`config.mk`:
```
export PLATFORM = sky130hd
export DESIGN_NAME = mem_access_unit
export DESIGN_NICKNAME = d
export VERILOG_FILES = /design/src/rtl/mem_access_pkg.sv /design/src/rtl/mem_access_unit_load_extend.sv /design/src/rtl/mem_access_unit.sv
export SDC_FILE = /design/constraint.sdc
export NUM_CORES = 1
export LEC_CHECK = 0
export CAP_MARGIN = 15
export CORE_MARGIN = 1
export CORE_UTILIZATION = 52
export DETAILED_ROUTE_END_ITERATION = 10
export MAX_ROUTING_LAYER = met4
export PLACE_DENSITY = 0.83
export SLEW_MARGIN = 10
export SYNTH_ARGS = -nofsm -noshare
export SYNTH_HDL_FRONTEND = slang
export SYNTH_HIERARCHICAL = 1
export SYNTH_SLANG_ARGS = --single-unit
```
`constraint.sdc`:
```
create_clock -name clk -period 4.57 [get_ports clk]
set_input_delay 1.371 -clock clk [delete_from_list [all_inputs] [get_ports clk]]
set_output_delay 1.371 -clock clk [all_outputs]
set_load 0.1 [all_outputs]
```
`src/rtl/mem_access_pkg.sv`:
```
// Shared encodings and helpers for the data-RAM access unit: funct3 width codes,
// FSM states, access-size and funct3-legality lookups.
package mem_access_pkg;

  localparam logic [2:0] F3_B  = 3'b000;
  localparam logic [2:0] F3_H  = 3'b001;
  localparam logic [2:0] F3_W  = 3'b010;
  localparam logic [2:0] F3_BU = 3'b100;
  localparam logic [2:0] F3_HU = 3'b101;

  typedef enum logic [1:0] {
    IDLE,
    ACCESS,
    RESP
  } state_t;

  // Bytes touched by an access; illegal codes fall back to 4, which is harmless
  // because they are rejected before any strobe or read is used.
  function automatic logic [2:0] access_size(input logic [2:0] funct3);
    case (funct3)
      F3_B, F3_BU: return 3'd1;
      F3_H, F3_HU: return 3'd2;
      default:     return 3'd4;
    endcase
  endfunction

  function automatic logic funct3_legal(input logic store, input logic [2:0] funct3);
    if (store) return funct3 inside {F3_B, F3_H, F3_W};
    else       return funct3 inside {F3_B, F3_H, F3_W, F3_BU, F3_HU};
  endfunction

endpackage

```
`src/rtl/mem_access_unit_load_extend.sv`:
```
// Sign/zero extension of the raw little-endian RAM read word according to the
// load funct3 code.
module load_extend
  import mem_access_pkg::*;
#(
  parameter int WIDTH = 32
) (
  input  logic [2:0]       funct3,
  input  logic [WIDTH-1:0] raw,
  output logic [WIDTH-1:0] ext
);

  // NOTE: ext gets a default before the case so every path assigns it and no latch is inferred.
  always_comb begin
    ext = raw;
    case (funct3)
      F3_B:    ext = {{(WIDTH-8){raw[7]}}, raw[7:0]};
      F3_BU:   ext = {{(WIDTH-8){1'b0}}, raw[7:0]};
      F3_H:    ext = {{(WIDTH-16){raw[15]}}, raw[15:0]};
      F3_HU:   ext = {{(WIDTH-16){1'b0}}, raw[15:0]};
      default: ext = raw;
    endcase
  end

endmodule

```
`src/rtl/mem_access_unit.sv`:
```
// Initiator-side controller for the byte-addressable data RAM: one load/store at a
// time, IDLE -> ACCESS -> RESP, single-cycle store strobes, registered load response.
module mem_access_unit
  import mem_access_pkg::*;
#(
  parameter int                        ADDRESS_LENGTH = 32,
  parameter logic [ADDRESS_LENGTH-1:0] DATA_BASE      = 32'h0000_1000,
  parameter logic [ADDRESS_LENGTH-1:0] DATA_TOP       = 32'h0000_1FFF
) (
  input  logic                      clk,
  input  logic                      rst_n,
  input  logic                      req_valid,
  output logic                      req_ready,
  input  logic                      req_store,
  input  logic [2:0]                req_funct3,
  input  logic [ADDRESS_LENGTH-1:0] req_addr,
  input  logic [ADDRESS_LENGTH-1:0] req_wdata,
  output logic                      resp_valid,
  input  logic                      resp_ready,
  output logic [ADDRESS_LENGTH-1:0] resp_rdata,
  output logic                      resp_err,
  output logic [ADDRESS_LENGTH-1:0] mem_a,
  output logic [ADDRESS_LENGTH-1:0] mem_wd,
  output logic                      mem_sb,
  output logic                      mem_sh,
  output logic                      mem_sw,
  input  logic [ADDRESS_LENGTH-1:0] mem_rd
);

  state_t     state;
  logic       store_q;
  logic [2:0] funct3_q;
  logic       err_q;

  logic [ADDRESS_LENGTH:0]   last_byte;
  logic                      in_range;
  logic                      req_legal;
  logic [ADDRESS_LENGTH-1:0] load_data;

  // One extra bit so an access running past the top of the address space
  // compares as out of range instead of wrapping to a small address.
  assign last_byte = {1'b0, req_addr}
                   + {{(ADDRESS_LENGTH-2){1'b0}}, access_size(req_funct3)}
                   - {{ADDRESS_LENGTH{1'b0}}, 1'b1};
  assign in_range  = (req_addr >= DATA_BASE) && (last_byte <= {1'b0, DATA_TOP});
  assign req_legal = in_range && funct3_legal(req_store, req_funct3);

  load_extend #(.WIDTH(ADDRESS_LENGTH)) u_load_extend (
    .funct3 (funct3_q),
    .raw    (mem_rd),
    .ext    (load_data)
  );

  // NOTE: all state and outputs use non-blocking assignments so every register
  // samples pre-edge values, independent of statement order.
  always_ff @(posedge clk or negedge rst_n) begin
    if (!rst_n) begin
      state      <= IDLE;
      req_ready  <= 1'b1;
      resp_valid <= 1'b0;
      resp_rdata <= '0;
      resp_err   <= 1'b0;
      mem_a      <= '0;
      mem_wd     <= '0;
      mem_sb     <= 1'b0;
      mem_sh     <= 1'b0;
      mem_sw     <= 1'b0;
      store_q    <= 1'b0;
      funct3_q   <= '0;
      err_q      <= 1'b0;
    end else begin
      case (state)
        IDLE: begin
          if (req_valid && req_ready) begin
            store_q   <= req_store;
            funct3_q  <= req_funct3;
            mem_a     <= req_addr;
            mem_wd    <= req_wdata;
            err_q     <= !req_legal;
            // Strobes are raised here so they are high for exactly the ACCESS cycle.
            mem_sb    <= req_store && req_legal && (req_funct3 == F3_B);
            mem_sh    <= req_store && req_legal && (req_funct3 == F3_H);
            mem_sw    <= req_store && req_legal && (req_funct3 == F3_W);
            req_ready <= 1'b0;
            state     <= ACCESS;
          end
        end
        ACCESS: begin
          mem_sb     <= 1'b0;
          mem_sh     <= 1'b0;
          mem_sw     <= 1'b0;
          resp_rdata <= (!store_q && !err_q) ? load_data : '0;
          resp_err   <= err_q;
          resp_valid <= 1'b1;
          state      <= RESP;
        end
        RESP: begin
          if (resp_ready) begin
            resp_valid <= 1'b0;
            req_ready  <= 1'b1;
            state      <= IDLE;
          end
        end
        default: begin
          resp_valid <= 1'b0;
          req_ready  <= 1'b1;
          state      <= IDLE;
        end
      endcase
    end
  end

endmodule

```
# --- Word-level counts from Yosys, hierarchy flattened ---
# Index checks and enable logic that the tools add are counted.
classes:
  eq_ne: 11
  n_mux: 18
  n_bitwise: 2
  addsub: 2
  order_cmp: 2
  n_reduce_logical: 24
ops:
  columns: ["operator", "n"]
  rows:
  - ["case mux 32 bit (4 select lines)", 1]
  - ["adder 32 x 3 -> 33 bit", 1]
  - ["less-or-equal comparator 33 x 13 -> 1 bit (second input constant)", 1]
  - ["subtractor 33 x 1 -> 33 bit (second input constant)", 1]
  - [">= comparator 32 x 13 -> 1 bit (second input constant)", 1]
  - ["two-way mux 32 bit", 1]
  - ["== test 3 bit (second input constant)", 4]
  - ["logical AND 1 bit", 8]
  - ["AND reduction 2 bit", 4]
  - ["two-way mux 1 bit", 7]
  - ["== test 3 x 1 -> 1 bit (second input constant)", 2]
  - ["zero test 3 bit", 2]
  - ["case mux 1 bit (2 select lines)", 3]
  - ["case mux 1 bit (3 select lines)", 2]
  - ["case mux 2 bit (3 select lines)", 1]
  - ["case mux 3 bit (2 select lines)", 1]
  - ["nonzero test 5 bit", 1]
  - ["two-way mux 2 bit", 2]
  - ["!= test 2 bit (second input constant)", 2]
  - ["OR reduction 2 bit", 2]
  - ["== test 3 x 2 -> 1 bit (second input constant)", 1]
  - ["zero test 1 bit", 3]
  - ["AND reduction 3 bit", 1]
  - ["nonzero test 3 bit", 1]
  - ["other kinds (5)", 6]
word_totals:
  wordCells: 72
  register_bits: 109

# --- Logic depth before layout (Yosys ltp) ---
depth:
  depth_word: 12
  ltp_mapped: 16

# --- By module ---
# Netlist, hierarchy kept.
by_module_without_submodules:
  columns: ["module", "instances", "cells_each", "area_each_um2"]
  rows:
  - ["mem_access_unit", 1, 614, 6473.7]
  - ["load_extend", 1, 67, 355.3]

# --- Least setup slack after synthesis ---
# Ideal clock, no wire load.
synth_path:
  path_type: "in2reg"
  from: "input req_funct3[1]"
  to: "register mem_sw"
  n_path_buf: 0
  slack_ps: 21
  arrival_ps: 4458
  required_time_ps: 4478
  path_stages: 15
  cell_sequence: "or2_2 > ha_1 > inv_1 > ha_1 > inv_1 > fa_1 > nand2b_1 > a2111oi_2 > o211ai_1 > and3_1 > a2111o_1 > a2111o_1 > nor4_2 > nand4_1 > o31ai_2"
synth_via:
  elab_chain_cells: 12
  word_cells_on_any_way: 20
  classes_between: "add/sub (2); order compare (1); eq/ne (4); mux (4); reduce/logical (9)"
synth_lines:
  columns: ["element", "line_no", "text"]
  rows:
  - ["start, declared", "mem_access_unit.sv:15", "input logic [2:0] req_funct3,"]
  - ["== test 3 x 1 -> 1 bit, or another cell as far along", "mem_access_pkg.sv:20, mem_access_pkg.sv:28, mem_access_pkg.sv:29", null]
  - ["OR reduction 2 bit", "mem_access_pkg.sv:20", "case (funct3)"]
  - ["case mux 3 bit (2 select lines)", "mem_access_pkg.sv:20", null]
  - ["adder 32 x 3 -> 33 bit", "mem_access_unit.sv:43", "+ {{(ADDRESS_LENGTH-2){1'b0}}, access_size(req_funct3)}"]
  - ["subtractor 33 x 1 -> 33 bit", "mem_access_unit.sv:44", "- {{ADDRESS_LENGTH{1'b0}}, 1'b1};"]
  - ["less-or-equal comparator 33 x 13 -> 1 bit", "mem_access_unit.sv:45", "assign in_range = (req_addr >= DATA_BASE) && (last_byte <= {1'b0, DATA_TOP});"]
  - ["logical AND 1 bit", "mem_access_unit.sv:45", null]
  - ["logical AND 1 bit", "mem_access_unit.sv:46", "assign req_legal = in_range && funct3_legal(req_store, req_funct3);"]
  - ["logical AND 1 bit", "mem_access_unit.sv:83", "mem_sw <= req_store && req_legal && (req_funct3 == F3_W);"]
  - ["logical AND 1 bit (*)", "mem_access_unit.sv:83", null]
  - ["two-way mux 1 bit (*)", "mem_access_unit.sv:74", "if (req_valid && req_ready) begin"]
  - ["case mux 1 bit (2 select lines) (*)", "mem_access_unit.sv:72", "case (state)"]
  - ["end signal, assigned", "mem_access_unit.sv:83", null]
  - ["end, declared", "mem_access_unit.sv:26", "output logic mem_sw,"]
# Mark *: on every way between the ends. The rest lies on a longest branch, timed or not. The select of a mux whose other input is x is not followed.
# A chain may end at the register's enable or synchronous reset.

# --- Worst setup path after layout ---
layout_path:
  from: "input req_addr[3]"
  to: "register mem_sb"
layout_via:
  elab_chain_cells: 9
  word_cells_on_any_way: 10
  classes_between: "add/sub (2); order compare (2); mux (2); reduce/logical (4)"
layout_lines:
  columns: ["element", "line_no", "text"]
  rows:
  - ["start, declared", "mem_access_unit.sv:16", "input logic [ADDRESS_LENGTH-1:0] req_addr,"]
  - ["adder 32 x 3 -> 33 bit", "mem_access_unit.sv:43", null]
  - ["subtractor 33 x 1 -> 33 bit", "mem_access_unit.sv:44", null]
  - ["less-or-equal comparator 33 x 13 -> 1 bit", "mem_access_unit.sv:45", null]
  - ["logical AND 1 bit (*)", "mem_access_unit.sv:45", null]
  - ["logical AND 1 bit (*)", "mem_access_unit.sv:46", null]
  - ["logical AND 1 bit (*) (2 in series)", "mem_access_unit.sv:81", "mem_sb <= req_store && req_legal && (req_funct3 == F3_B);"]
  - ["two-way mux 1 bit (*)", "mem_access_unit.sv:74", null]
  - ["case mux 1 bit (2 select lines) (*)", "mem_access_unit.sv:72", null]
  - ["end signal, assigned", "mem_access_unit.sv:81", null]
  - ["end, declared", "mem_access_unit.sv:24", "output logic mem_sb,"]
# Marked as above.

==> run metrics <==
fraction of layout cells with a size suffix above 1 0.217; fin area 9990 um2; Final nets 1089; pwr/cell area 736 nW/um2; hold depth 1; max_slew headroom 0.285; Core Region 12700 um2; Final Max Tran Viols 0; Post-Synth Adder-Cell Area 0.0964; skew final 0.0183 ns; routability cong. 0.996; status complete, no violations; Die X 117 um; worst-path cell chain clkdlybuf4s50_1, inv_1, ha_4, nor2_1, or4b_4, a2111oi_4, o31ai_4, a2111oi_4, nor3_2, xnor2_1, buf_4, nand4_1, o21ai_0; total power 0.00735 W; Post-synth EDFFs 0; Port Buffers 205; post-synthesis mux area share 0.120; vias in the first global route 6667; htree depth 3; TritonCTS clock tree built; Synth Register Bits 109; Lkg Pwr 4.40 nW; dpl cells 1090; clk root buf clkbuf_16; Worst EP arrival 4.76 ns; later-pin clock latency in the skew report 0.37 ns; maximum buffer depth of the clock tree 2; commonest non-fill, non-tap cells in the layout clkdlybuf4s50_1, dfrtp_1, buf_4; Clock Pin Slew Worst Setup and Hold Paths 0.08 ns; final hold vios 0; peak supply drop 0.000674 V; met2 usage 0.572; most frequent CP cell a2111oi_4; synthesized area per cell 10.0 um2; simple-gate share of the synthesized area 0.134; fmax 0.222 GHz; routed vias/inst 5.80; Final period util 0.984; Final ANT Viol Nets 0; setup violators final 0; CTS Buf Count 9; warnings from Yosys 6; Die Height 117 um; pre-CTS WS -0.807 ns; gr usage total 0.339; Tightest Hold Check Type flip-flop to flip-flop; HPWL after DPL 16700 um; busiest layer in global routing met2; share of total power in sequential cells 0.226; filler instances 830; first-pass GRT wire length 34100 um; pin count of the biggest net entering global routing 74; Async SR Flop Fraction 1.00; Worst path slowest cell or4b_4; Clk pwr share 0.107; dpl cell area 9450 um2; Max-Cap Viols 0; wire per inst 20.2 um; CTS Hold Bufs 0; internal power 0.00301 W; Final Instance Count excl. Fillers 1110; clk sink count 109; DR pass1 iterations 6; switching share of power 0.591; Synthesized Nets 837; DRC viols 0; Most used DFF post-synth dfrtp_1; WS Path Type input pin to flip-flop; Synth Area in Compound Gates 0.186; Synth Area in XOR/XNOR 0.00257; commonest non-fill, non-tap cell in the layout clkdlybuf4s50_1; mapped cell area 6830 um2; final WL 22400 um; Starting Density 0.537; FF-to-FF path depth 4; initial antenna violation count 0; setup ws final 0.0739 ns; Final Critical Period 4.50 ns; main combinational cell family by area after synthesis compound AO/OA/AOI/OAI gates; Worst path max stage delay 0.56 ns; sw power 0.00434 W; register area share after synthesis 0.400; startpoint type of the worst setup path input pin; Worst Path Max Fanout 3; CP Capture Type flip-flop; Worst Path Required 4.83 ns; Iteration-0 DRC Markers 639; met3 Use GR 0.0721; combinational share of power 0.667; met1 Use GR 0.405; via count of the routed design 6436; Rows 41; Gate Count Post-Synth 681; Area Overhead vs Synth 46.2%; final core occ 0.785; Die ar. 13600 um2; ANT cells 0; I/O Pins 206; Unique masters post-synth 74; GRT overflow 0; Worst-Margin Slew 1.07 ns
==> final timing paths <==
| path | start | end | slack (ns) |
|---|---|---|---|
| max | req_addr[3] | mem_sb$_DFFE_PN0P_ | 0.07 |
| min | resp_rdata[23]$_DFFE_PN0P_ | resp_rdata[23]$_DFFE_PN0P_ | 0.50 |
| max reg2reg | state[0]$_DFFE_PN0P_ | mem_wd[15]$_DFFE_PN0P_ | 2.53 |
| min reg2reg | resp_rdata[23]$_DFFE_PN0P_ | resp_rdata[23]$_DFFE_PN0P_ | 0.50 |
| max in group asynchronous | rst_n | resp_rdata[4]$_DFFE_PN0P_ | 2.60 |
| min in group asynchronous | rst_n | resp_rdata[17]$_DFFE_PN0P_ | 1.14 |
==> through the flow <==
step / TNS [ns] / hold slack (ns)
final: 0 / 0.504
after CTS: 0 / 0.499
after detailed placement: -2.94 / 0.481
after floorplan: 0 / 0.482
after global placement: -2.32 / 0.463
after global routing: -0.0257 / 0.525
==> state kept, by name, indices dropped and copies added (netlist names), 2 cells and up <==
name / flops
mem_a: 32
mem_wd: 32
resp_rdata: 32
funct3_q: 3
state: 2
==> Yosys cell counts, types with 3 or more instances <==
cell / n / share of area
buf_2: 3 / 0.0022
nand2_1: 49 / 0.027
clkbuf_1: 22 / 0.012
nand4_1: 7 / 0.0064
o21bai_1: 4 / 0.0044
inv_1: 59 / 0.032
a211oi_1: 7 / 0.0077
nor3_1: 10 / 0.0073
nor2_1: 22 / 0.012
o31ai_1: 5 / 0.0055
nand3_1: 6 / 0.0044
nor4_1: 3 / 0.0027
nand2b_1: 12 / 0.011
buf_4: 9 / 0.0099
a2111oi_0: 5 / 0.0064
ha_1: 51 / 0.093
o21a_1: 6 / 0.0066
and2_1: 3 / 0.0027
nor3b_1: 3 / 0.0033
a21oi_1: 33 / 0.024
or2_2: 3 / 0.0027
o2111ai_1: 4 / 0.0051
a22o_1: 32 / 0.041
mux2_2: 70 / 0.12
o21ai_0: 47 / 0.034
nor4bb_1: 4 / 0.0059
o211ai_1: 4 / 0.0044
nor2b_1: 22 / 0.020
and3_1: 5 / 0.0046
a31oi_1: 3 / 0.0027
dfrtp_1: 108 / 0.40
==> metal layers <==
layer / wire (um) / vias to the layer above / part of all wire
li1: - / 2959 / -
met1: 9280 / 3153 / 0.41
met2: 11300 / 270 / 0.50
met3: 1260 / 54 / 0.056
met4: 609 / 0 / 0.027
met5: 0 / - / 0
==> kinds of logic after synthesis <==
group	count (synthesis)
AND/OR/NAND/NOR	166
XOR/XNOR	2
adder cells (fa/ha/maj)	52
AO/OA/AOI/OAI	182
buffers and inverters	97
multiplexers	73
flip-flops	109
==> area by class of cell <==
type / instances / area, um2 / area share
Clock buffer: 9 / 225 / 0.0226
Clock inverter: 7 / 76.3 / 0.00764
Inverter: 59 / 224 / 0.0224
Multi-Input combinational cell: 475 / 3910 / 0.392
Sequential cell: 109 / 2730 / 0.273
Tap cell: 172 / 215 / 0.0216
Timing Repair Buffer: 279 / 2600 / 0.261
==> timing repair <==
item / CTS / global route
pin swaps: 14 / 17
gates resized for setup: 19 / 28
setup buffers: 6 / 1
endpoints found under the setup margin: 4 / 4
cloned: 0 / 0
==> power groups by stage <==
| stage | combinational [W] | sequential (W) | clock [W] |
|---|---|---|---|
| after CTS | 0.00487 | 0.00166 | 0.000803 |
| after global routing | 0.00503 | 0.00171 | 0.000832 |
| after global placement | 0.00478 | 0.00163 | 0 |
| after floorplan | 0.000770 | 0.00449 | 0 |
| after detailed placement | 0.00483 | 0.00167 | 0 |
| final | 0.00490 | 0.00166 | 0.000788 |
==> worst max-delay path, delay by kind of cell <==
kind                     cells  cell delay (ns)
AO/OA/AOI/OAI                4             1.30
buffers and inverters        3             0.79
XOR/XNOR                     1             0.14
AND/OR/NAND/NOR              4             0.86
adder cells (fa/ha/maj)      1             0.31
No activity file was read; power rests on OpenSTA's default activity.
